## src/rtl/fpcvt_pkg.sv

```systemverilog
// Shared constants and record types for the linear-to-float converter.
// Constants reflect the default build (IN_W=12, SIG_W=4, EXP_W=3).
package fpcvt_pkg;

    localparam int IN_W_DEF  = 12;
    localparam int SIG_W_DEF = 4;
    localparam int EXP_W_DEF = 3;

    localparam int M         = IN_W_DEF - 1;
    localparam int EMAX      = (1 << EXP_W_DEF) - 1;
    localparam int SHIFT_MAX = M - SIG_W_DEF;

    typedef struct packed {
        logic                 sign;
        logic [EXP_W_DEF-1:0] exp;
        logic [SIG_W_DEF-1:0] sig;
        logic                 sat;
    } fpcvt_t;

    typedef struct packed {
        logic         sign;
        logic [M-1:0] mag;
        logic         sat;
    } fpcvt_s1_t;

    typedef struct packed {
        logic                 sign;
        logic [M-1:0]         mag;
        logic                 sat;
        logic [EXP_W_DEF-1:0] exp;
    } fpcvt_s2_t;

endpackage

```

## src/rtl/fpcvt_if.sv

```systemverilog
// Streaming bus of the converter: sample input channel plus result output channel.
interface fpcvt_if
    import fpcvt_pkg::*;
#(
    parameter int IN_W  = IN_W_DEF,
    parameter int SIG_W = SIG_W_DEF,
    parameter int EXP_W = EXP_W_DEF
);
    logic             in_valid;
    logic             in_ready;
    logic [IN_W-1:0]  in_data;
    logic             out_valid;
    logic             out_ready;
    logic             out_sign;
    logic [EXP_W-1:0] out_exp;
    logic [SIG_W-1:0] out_sig;
    logic             out_sat;

    modport master (
        output in_valid, in_data, out_ready,
        input  in_ready, out_valid, out_sign, out_exp, out_sig, out_sat
    );

    modport slave (
        input  in_valid, in_data, out_ready,
        output in_ready, out_valid, out_sign, out_exp, out_sig, out_sat
    );
endinterface

```

## src/rtl/fpcvt_lzc.sv

```systemverilog
// Combinational leading-zero counter; an all-zero input reports WIDTH.
module fpcvt_lzc #(
    parameter int WIDTH = 11,
    parameter int CNT_W = $clog2(WIDTH + 1)
) (
    input  logic [WIDTH-1:0] din,
    output logic [CNT_W-1:0] lz
);
    logic found;

    always_comb begin
        lz    = CNT_W'(WIDTH);
        found = 1'b0;
        for (int i = WIDTH - 1; i >= 0; i--) begin
            if (!found && din[i]) begin
                lz    = CNT_W'(WIDTH - 1 - i);
                found = 1'b1;
            end
        end
    end
endmodule

```

## src/rtl/fpcvt_pipe.sv

```systemverilog
// 3-stage valid/ready linear-to-float converter (sign/abs, exponent, significand).
// Define FPCVT_ROUND_EN for round-half-up with carry renormalisation; default truncates.
module fpcvt_pipe
    import fpcvt_pkg::*;
#(
    parameter int IN_W  = IN_W_DEF,
    parameter int SIG_W = SIG_W_DEF,
    parameter int EXP_W = EXP_W_DEF
) (
    input  logic    clk,
    input  logic    rst,
    fpcvt_if.slave  bus
);
    localparam int MAG_W  = IN_W - 1;
    localparam int SH_MAX = MAG_W - SIG_W;
    localparam int LZ_W   = $clog2(MAG_W + 1);
`ifdef FPCVT_ROUND_EN
    localparam int E_MAX  = (1 << EXP_W) - 1;
`endif

    generate
        if (SH_MAX < 0 || SH_MAX > (1 << EXP_W) - 1) begin : g_bad_cfg
            $error("fpcvt_pipe: EXP_W too small for IN_W/SIG_W");
        end
    endgenerate

    typedef struct packed {
        logic             sign;
        logic [MAG_W-1:0] mag;
        logic             sat;
    } st1_t;

    typedef struct packed {
        logic             sign;
        logic [MAG_W-1:0] mag;
        logic             sat;
        logic [EXP_W-1:0] exp;
    } st2_t;

    typedef struct packed {
        logic             sign;
        logic [EXP_W-1:0] exp;
        logic [SIG_W-1:0] sig;
        logic             sat;
    } st3_t;

    logic s1_valid_q, s1_valid_d, s2_valid_q, s2_valid_d, s3_valid_q, s3_valid_d;
    st1_t s1_q, s1_d;
    st2_t s2_q, s2_d;
    st3_t s3_q, s3_d;
    logic s1_ready, s2_ready, s3_ready;

    // Each stage loads when empty or when its successor takes the current contents.
    assign s3_ready     = !s3_valid_q || bus.out_ready;
    assign s2_ready     = !s2_valid_q || s3_ready;
    assign s1_ready     = !s1_valid_q || s2_ready;
    assign bus.in_ready = s1_ready;

    always_comb begin
        s1_valid_d = s1_ready ? bus.in_valid : s1_valid_q;
        s1_d       = s1_q;
        if (s1_ready) begin
            s1_d.sign = bus.in_data[IN_W-1];
            s1_d.sat  = 1'b0;
            if (bus.in_data == {1'b1, {MAG_W{1'b0}}}) begin
                s1_d.mag = '1;
                s1_d.sat = 1'b1;
            end else if (bus.in_data[IN_W-1]) begin
                s1_d.mag = ~bus.in_data[MAG_W-1:0] + 1'b1;
            end else begin
                s1_d.mag = bus.in_data[MAG_W-1:0];
            end
        end
    end

    logic [LZ_W-1:0]  lz;
    logic [EXP_W-1:0] exp_c;

    fpcvt_lzc #(.WIDTH(MAG_W), .CNT_W(LZ_W)) u_lzc (
        .din (s1_q.mag),
        .lz  (lz)
    );

    always_comb begin
        s2_valid_d = s2_ready ? s1_valid_q : s2_valid_q;
        s2_d       = s2_q;
        exp_c      = '0;
        if (int'(lz) < SH_MAX) begin
            exp_c = EXP_W'(SH_MAX - int'(lz));
        end
        if (s2_ready) begin
            s2_d = '{sign: s1_q.sign, mag: s1_q.mag, sat: s1_q.sat, exp: exp_c};
        end
    end

    logic [EXP_W-1:0] exp_r;
    logic [SIG_W-1:0] sig_r;
    logic             sat_r;
`ifdef FPCVT_ROUND_EN
    logic             rnd;
`endif

    always_comb begin
        s3_valid_d = s3_ready ? s2_valid_q : s3_valid_q;
        s3_d       = s3_q;
        exp_r      = s2_q.exp;
        sig_r      = SIG_W'(s2_q.mag >> s2_q.exp);
        sat_r      = s2_q.sat;
`ifdef FPCVT_ROUND_EN
        rnd = (s2_q.exp != '0) && s2_q.mag[s2_q.exp - 1'b1];
        // A carry out of an all-ones significand renormalises into the exponent,
        // or clamps when the exponent is already at its ceiling.
        if (rnd) begin
            if (sig_r != '1) begin
                sig_r = sig_r + 1'b1;
            end else if (exp_r != EXP_W'(E_MAX)) begin
                sig_r = {1'b1, {(SIG_W-1){1'b0}}};
                exp_r = exp_r + 1'b1;
            end else begin
                sat_r = 1'b1;
            end
        end
`endif
        if (s3_ready) begin
            s3_d = '{sign: s2_q.sign, exp: exp_r, sig: sig_r, sat: sat_r};
        end
    end

    always_ff @(posedge clk) begin
        if (rst) begin
            s1_valid_q <= 1'b0;
            s2_valid_q <= 1'b0;
            s3_valid_q <= 1'b0;
            s1_q       <= '0;
            s2_q       <= '0;
            s3_q       <= '0;
        end else begin
            s1_valid_q <= s1_valid_d;
            s2_valid_q <= s2_valid_d;
            s3_valid_q <= s3_valid_d;
            s1_q       <= s1_d;
            s2_q       <= s2_d;
            s3_q       <= s3_d;
        end
    end

    assign bus.out_valid = s3_valid_q;
    assign bus.out_sign  = s3_q.sign;
    assign bus.out_exp   = s3_q.exp;
    assign bus.out_sig   = s3_q.sig;
    assign bus.out_sat   = s3_q.sat;

endmodule
```

## src/flat_wrapper.sv

```systemverilog
// flat-port wrapper written by rule: the top's interface ports become plain ports
module fpcvt_pipe_flat import fpcvt_pkg::*;
#(
    parameter int IN_W  = IN_W_DEF,
    parameter int SIG_W = SIG_W_DEF,
    parameter int EXP_W = EXP_W_DEF
)
  (clk, rst, bus_in_valid, bus_in_data, bus_out_ready, bus_in_ready, bus_out_valid, bus_out_sign, bus_out_exp, bus_out_sig, bus_out_sat);
  fpcvt_if #(.IN_W(IN_W), .SIG_W(SIG_W), .EXP_W(EXP_W)) bus_i ();
  input  logic clk;
  input  logic rst;
  input wire logic [$bits(bus_i.in_valid)-1:0] bus_in_valid;
  input wire logic [$bits(bus_i.in_data)-1:0] bus_in_data;
  input wire logic [$bits(bus_i.out_ready)-1:0] bus_out_ready;
  output wire logic [$bits(bus_i.in_ready)-1:0] bus_in_ready;
  output wire logic [$bits(bus_i.out_valid)-1:0] bus_out_valid;
  output wire logic [$bits(bus_i.out_sign)-1:0] bus_out_sign;
  output wire logic [$bits(bus_i.out_exp)-1:0] bus_out_exp;
  output wire logic [$bits(bus_i.out_sig)-1:0] bus_out_sig;
  output wire logic [$bits(bus_i.out_sat)-1:0] bus_out_sat;
  assign bus_i.in_valid = bus_in_valid;
  assign bus_i.in_data = bus_in_data;
  assign bus_i.out_ready = bus_out_ready;
  assign bus_in_ready = bus_i.in_ready;
  assign bus_out_valid = bus_i.out_valid;
  assign bus_out_sign = bus_i.out_sign;
  assign bus_out_exp = bus_i.out_exp;
  assign bus_out_sig = bus_i.out_sig;
  assign bus_out_sat = bus_i.out_sat;
  fpcvt_pipe #(.IN_W(IN_W), .SIG_W(SIG_W), .EXP_W(EXP_W)) u_core (.clk(clk), .rst(rst), .bus(bus_i));
endmodule
```

## config.mk

```make
export PLATFORM = sky130hd
export DESIGN_NAME = fpcvt_pipe_flat
export DESIGN_NICKNAME = d
export VERILOG_FILES = /design/src/rtl/fpcvt_pkg.sv /design/src/rtl/fpcvt_if.sv /design/src/rtl/fpcvt_lzc.sv /design/src/rtl/fpcvt_pipe.sv /design/src/flat_wrapper.sv
export SDC_FILE = /design/constraint.sdc
export NUM_CORES = 1
export LEC_CHECK = 0
export ABC_AREA = 1
export CORE_ASPECT_RATIO = 0.5
export CORE_UTILIZATION = 25
export CTS_CLUSTER_DIAMETER = 40
export CTS_CLUSTER_SIZE = 25
export DETAILED_ROUTE_END_ITERATION = 10
export GPL_TIMING_DRIVEN = 0
export PLACE_DENSITY_LB_ADDON = 0.08
export SYNTH_ARGS = -nofsm -noshare
export SYNTH_HDL_FRONTEND = slang
export SYNTH_HIERARCHICAL = 1
export SYNTH_SLANG_ARGS = --single-unit
```

## constraint.sdc

```tcl
create_clock -name clk -period 3.6 [get_ports clk]
set_input_delay 0.54 -clock clk [delete_from_list [all_inputs] [get_ports clk]]
set_output_delay 0.54 -clock clk [all_outputs]
set_load 0.02 [all_outputs]
```

==> impl_summary.md <==
Outcome
The run finished with clean final reports.

Global route
The initial antenna violation count is 0. Global routing consumed, over all layers together, 13.2% of the routing resources. The total overflow left after global routing is 0. The via count of the first global-routing pass is 1,911. The first global-routing pass estimated 9330 µm of wire. The pin count of the biggest net entering global routing is 12.

Synth
After synthesis, the most frequently instantiated cells are nand2_1, dfxtp_1, nand3_1, nor2_1, inv_1. The fraction of registers with async set/reset is 0%. The library cell with the largest summed area after synthesis is dfxtp_1. After synthesis, the netlist uses 30 different library cells. The cell count after synthesis is 323. Synthesis inferred 41 register bits. The leading register cell type out of synthesis is dfxtp_1. The share of the Yosys chip area taken by registers is 37.9%.

The number of nets in the synthesized netlist is 340. The fraction of synthesized cell area taken by the top area cell type is 37.9%. The yosys synthesis warning count is 6. Yosys mapped a number of flops with a built-in enable equal to 0. The cell area that synthesis handed to floorplanning was 2170 µm².

Yosys attributes the largest share of cell area to dfxtp_1, nand2_1, nand3_1. A synthesized cell averages 6.71 µm². The most used standard cell by instance count after synthesis is nand2_1.

Setup path
The worst setup path is of the primary input to output port kind. The critical path goes through clkdlybuf4s50_1 > nor2_4 > nand2_4 > nor2_8 > inv_2 > buf_6 > clkdlybuf4s50_1. For this design, the slowest cell found on the critical path is clkdlybuf4s50_1. The number of cells on the worst reg-to-reg path is 8. Data on the critical path arrives at its endpoint at 2.16 ns. The largest fanout on the critical path is 10. The required time of the critical path is 3.06 ns.

The cell seen most often among critical-path stages is clkdlybuf4s50_1. The register-to-register setup slack is 2.11 ns. STA classifies the critical path endpoint as an output port. The worst reg2reg path endpoint is u_core/exp_r[1]. On the worst path, the slowest cell contributes a delay of 0.53 ns.

The worst reg2reg path startpoint is u_core/s1_q[10]. The worst setup path is launched from a primary input.

Die
The floorplan die width is 134 µm. The floorplan die area is 9070 µm². The number of top-level pins is 27. The effective utilization at floorplan is 26.4%.

The height of the die is 67.8 µm. The floorplan step defined a core boundary enclosing 8200 µm². The number of placement rows is 23.

Job
Max-cap violations in this run came to 0.

Route
Summing over every cut layer, the via total after detailed routing is 2,070. The detailed-route wire length per cell is 12.1 µm. In this run the remaining antenna-violating nets after routing total 0. In this run, the number of DRC markers left after iteration 0 of detailed routing was 81. The remaining routing DRC violations is 0. The iteration count of the initial detailed-routing pass is 4. The vias per cell is 4.43.

Wires add up to 5650 µm.

Place
Including well taps, the total number of placed cells is 461. The pre-CTS worst setup slack is 0.887 ns. The number of port buffers is 26. The HPWL after detailed placement is 4360 µm. The placed standard-cell area is 2570 µm². The congestion estimate from routability-driven global placement came to 0.835.

STA
After layout, the minimum clock period comes to 2.70 ns. Based on the critical path, the design can be clocked at up to 371 MHz. The number of pins exceeding their max-slew limit in the final report is 0. Setup repair after global routing left no endpoint under its margin. The worst path meets setup with 0.902 ns of slack.

The number of hold violations in the final report is 0. The setup skew after layout is 0.00376 ns. The accumulated negative setup slack is 0 ns. At the pin with the least slew margin, the transition time is 0.533 ns. Measured against its own limit, the worst slew margin works out to 64.5%. The post-route fraction of the period consumed by the critical path is 75.0%. Setup violations remaining at the end of the flow were counted as 0.

Final layout
The fraction of layout instances using a drive strength above 1 is 8.17%. The area added between synthesis and finish is 24.5%. The number of antenna repair diodes is 0.

The finished layout holds 467 standard cells, fillers aside. The final layout contains 373 nets. The final design instance area without fill is 2700 µm². The fill cell instance count of the final layout is 879.

Clock network
The number of hold-repair buffers added at the cts stage is 0. For this design, the sink count on the clock tree is 41. In this run, CTS created clock tree buffers numbering 5.

The deepest clock path buffer count is 2. The H-tree generated during clock tree synthesis spans 2 levels. The clock tree from TritonCTS is built. The later pin in the worst-skew pair is clocked with a latency of 0.28 ns. The post-cts gate resize count is 0.

The cell sitting at the root of the clock tree is a clkbuf_16. The clock transition at the registers of the reported paths is 0.05 ns. The number of setup buffers added after CTS is 0.

Worst hold path
The worst hold path belongs to the class flop to flop. The end point of the most critical hold path is u_core/sat_r. The worst hold path passes through 2 cells. The startpoint identified for the worst hold timing path is u_core/sat_r.

Power
The static leakage power is 1.18 nW. IR analysis of the VDD net gives a maximum drop of 0.162 mV. The post-layout total power is 1.15 mW. For this design the ratio of total power to cell area is 425 nW/µm².
==> state kept, by name (all words and copies together) (netlist names) <==
register,cells
u_core/s2_q,12
u_core/s2_valid_q,1
u_core/bus.out_sign,1
u_core/bus.out_sat,1
u_core/bus.out_valid,1
u_core/s1_valid_q,1
u_core/s1_q,13
u_core/exp_r,3
u_core/bus.out_exp,3
u_core/sat_r,1
u_core/bus.out_sig,4
==> worst max path at each step <==
stage | startpoint | end | slack, ns | cells past startpoint
2_1_floorplan | bus_out_ready | bus_in_ready | 2.02 | 5
3_3_place_gp | bus_out_ready | bus_in_ready | 0.90 | 7
5_1_grt | bus_out_ready | bus_in_ready | 0.83 | 7
4_1_cts | bus_out_ready | bus_in_ready | 0.88 | 7
6_report | bus_out_ready | bus_in_ready | 0.90 | 7
3_5_place_dp | bus_out_ready | bus_in_ready | 0.89 | 7
==> power breakdown <==
part / total, mW / internal, mW / switching (mW)
combinational: 0.217 / 0.0898 / 0.127
sequential: 0.514 / 0.487 / 0.0277
clock: 0.414 / 0.248 / 0.167
==> cells in the final DEF, fill, tap and decap left out <==
cell,instances
nand2_1,75
dfxtp_1,41
nand3_1,39
nor2_1,33
inv_1,31
a21oi_1,28
clkdlybuf4s50_1,26
o21ai_0,24
o21ai_1,9
buf_2,7
clkbuf_16,5
clkbuf_1,5
nor2_4,3
inv_2,3
nand4_1,3
nor2_2,2
nand3b_1,2
xor2_1,2
buf_4,2
nor3_1,2
clkinv_2,1
nand2_4,1
nor2_8,1
buf_6,1
nand2_2,1
xnor2_1,1
o21a_1,1
a31oi_1,1
ha_1,1
a41oi_1,1
nand4_4,1
nor3_4,1
nor2b_1,1
==> through the flow <==
step,util [%],hold WS [ns]
CTS,32.9,0.481
finish,32.9,0.482
global route,32.9,0.497
detailed placement,31.3,0.473
global placement,31.3,0.466
floorplan,-,0.436
==> layer usage <==
layer / wire (µm) / vias to the layer above / part of all wire (%) / track usage [%]
li1: - / 1116 / - / -
met2: 2210 / 48 / 39 / 20.6
met1: 3150 / 900 / 56 / 18.4
met3: 225 / 6 / 4.0 / 2.81
met4: 61 / 0 / 1.1 / 3.84
met5: 0 / - / 0 / 0
==> worst max-delay path, delay by kind of cell <==
kind                   cells  cell delay [ns]
and+or+nand+nor            3             0.40
buffers and inverters      4             1.20
==> cell type report <==
type	instances	area (µm²)	share of cell area [%]
multi-input combinational	233	1140	42.2
clock buffer	5	125	4.64
timing repair buffer	26	260	9.65
inverter	34	128	4.73
sequential	41	821	30.4
clock inverter	1	5.00	0.186
tap	112	140	5.19
buffer	15	80.1	2.97
==> logic make-up (layout without fill, tap and decap cells) <==
| kind of cell | count (synthesis) | count (layout) | share of synthesized area (%) |
|---|---|---|---|
| AOI/OAI and AO/OA | 64 | 64 | 15.1 |
| and+or+nand+nor | 165 | 165 | 35.6 |
| adders and majority gates | 1 | 1 | 0.577 |
| xor gates and xnor gates | 3 | 3 | 1.21 |
| DFF | 41 | 41 | 37.9 |
| buffers and inverters | 49 | 81 | 9.58 |
(Power assumes the default switching activity.)
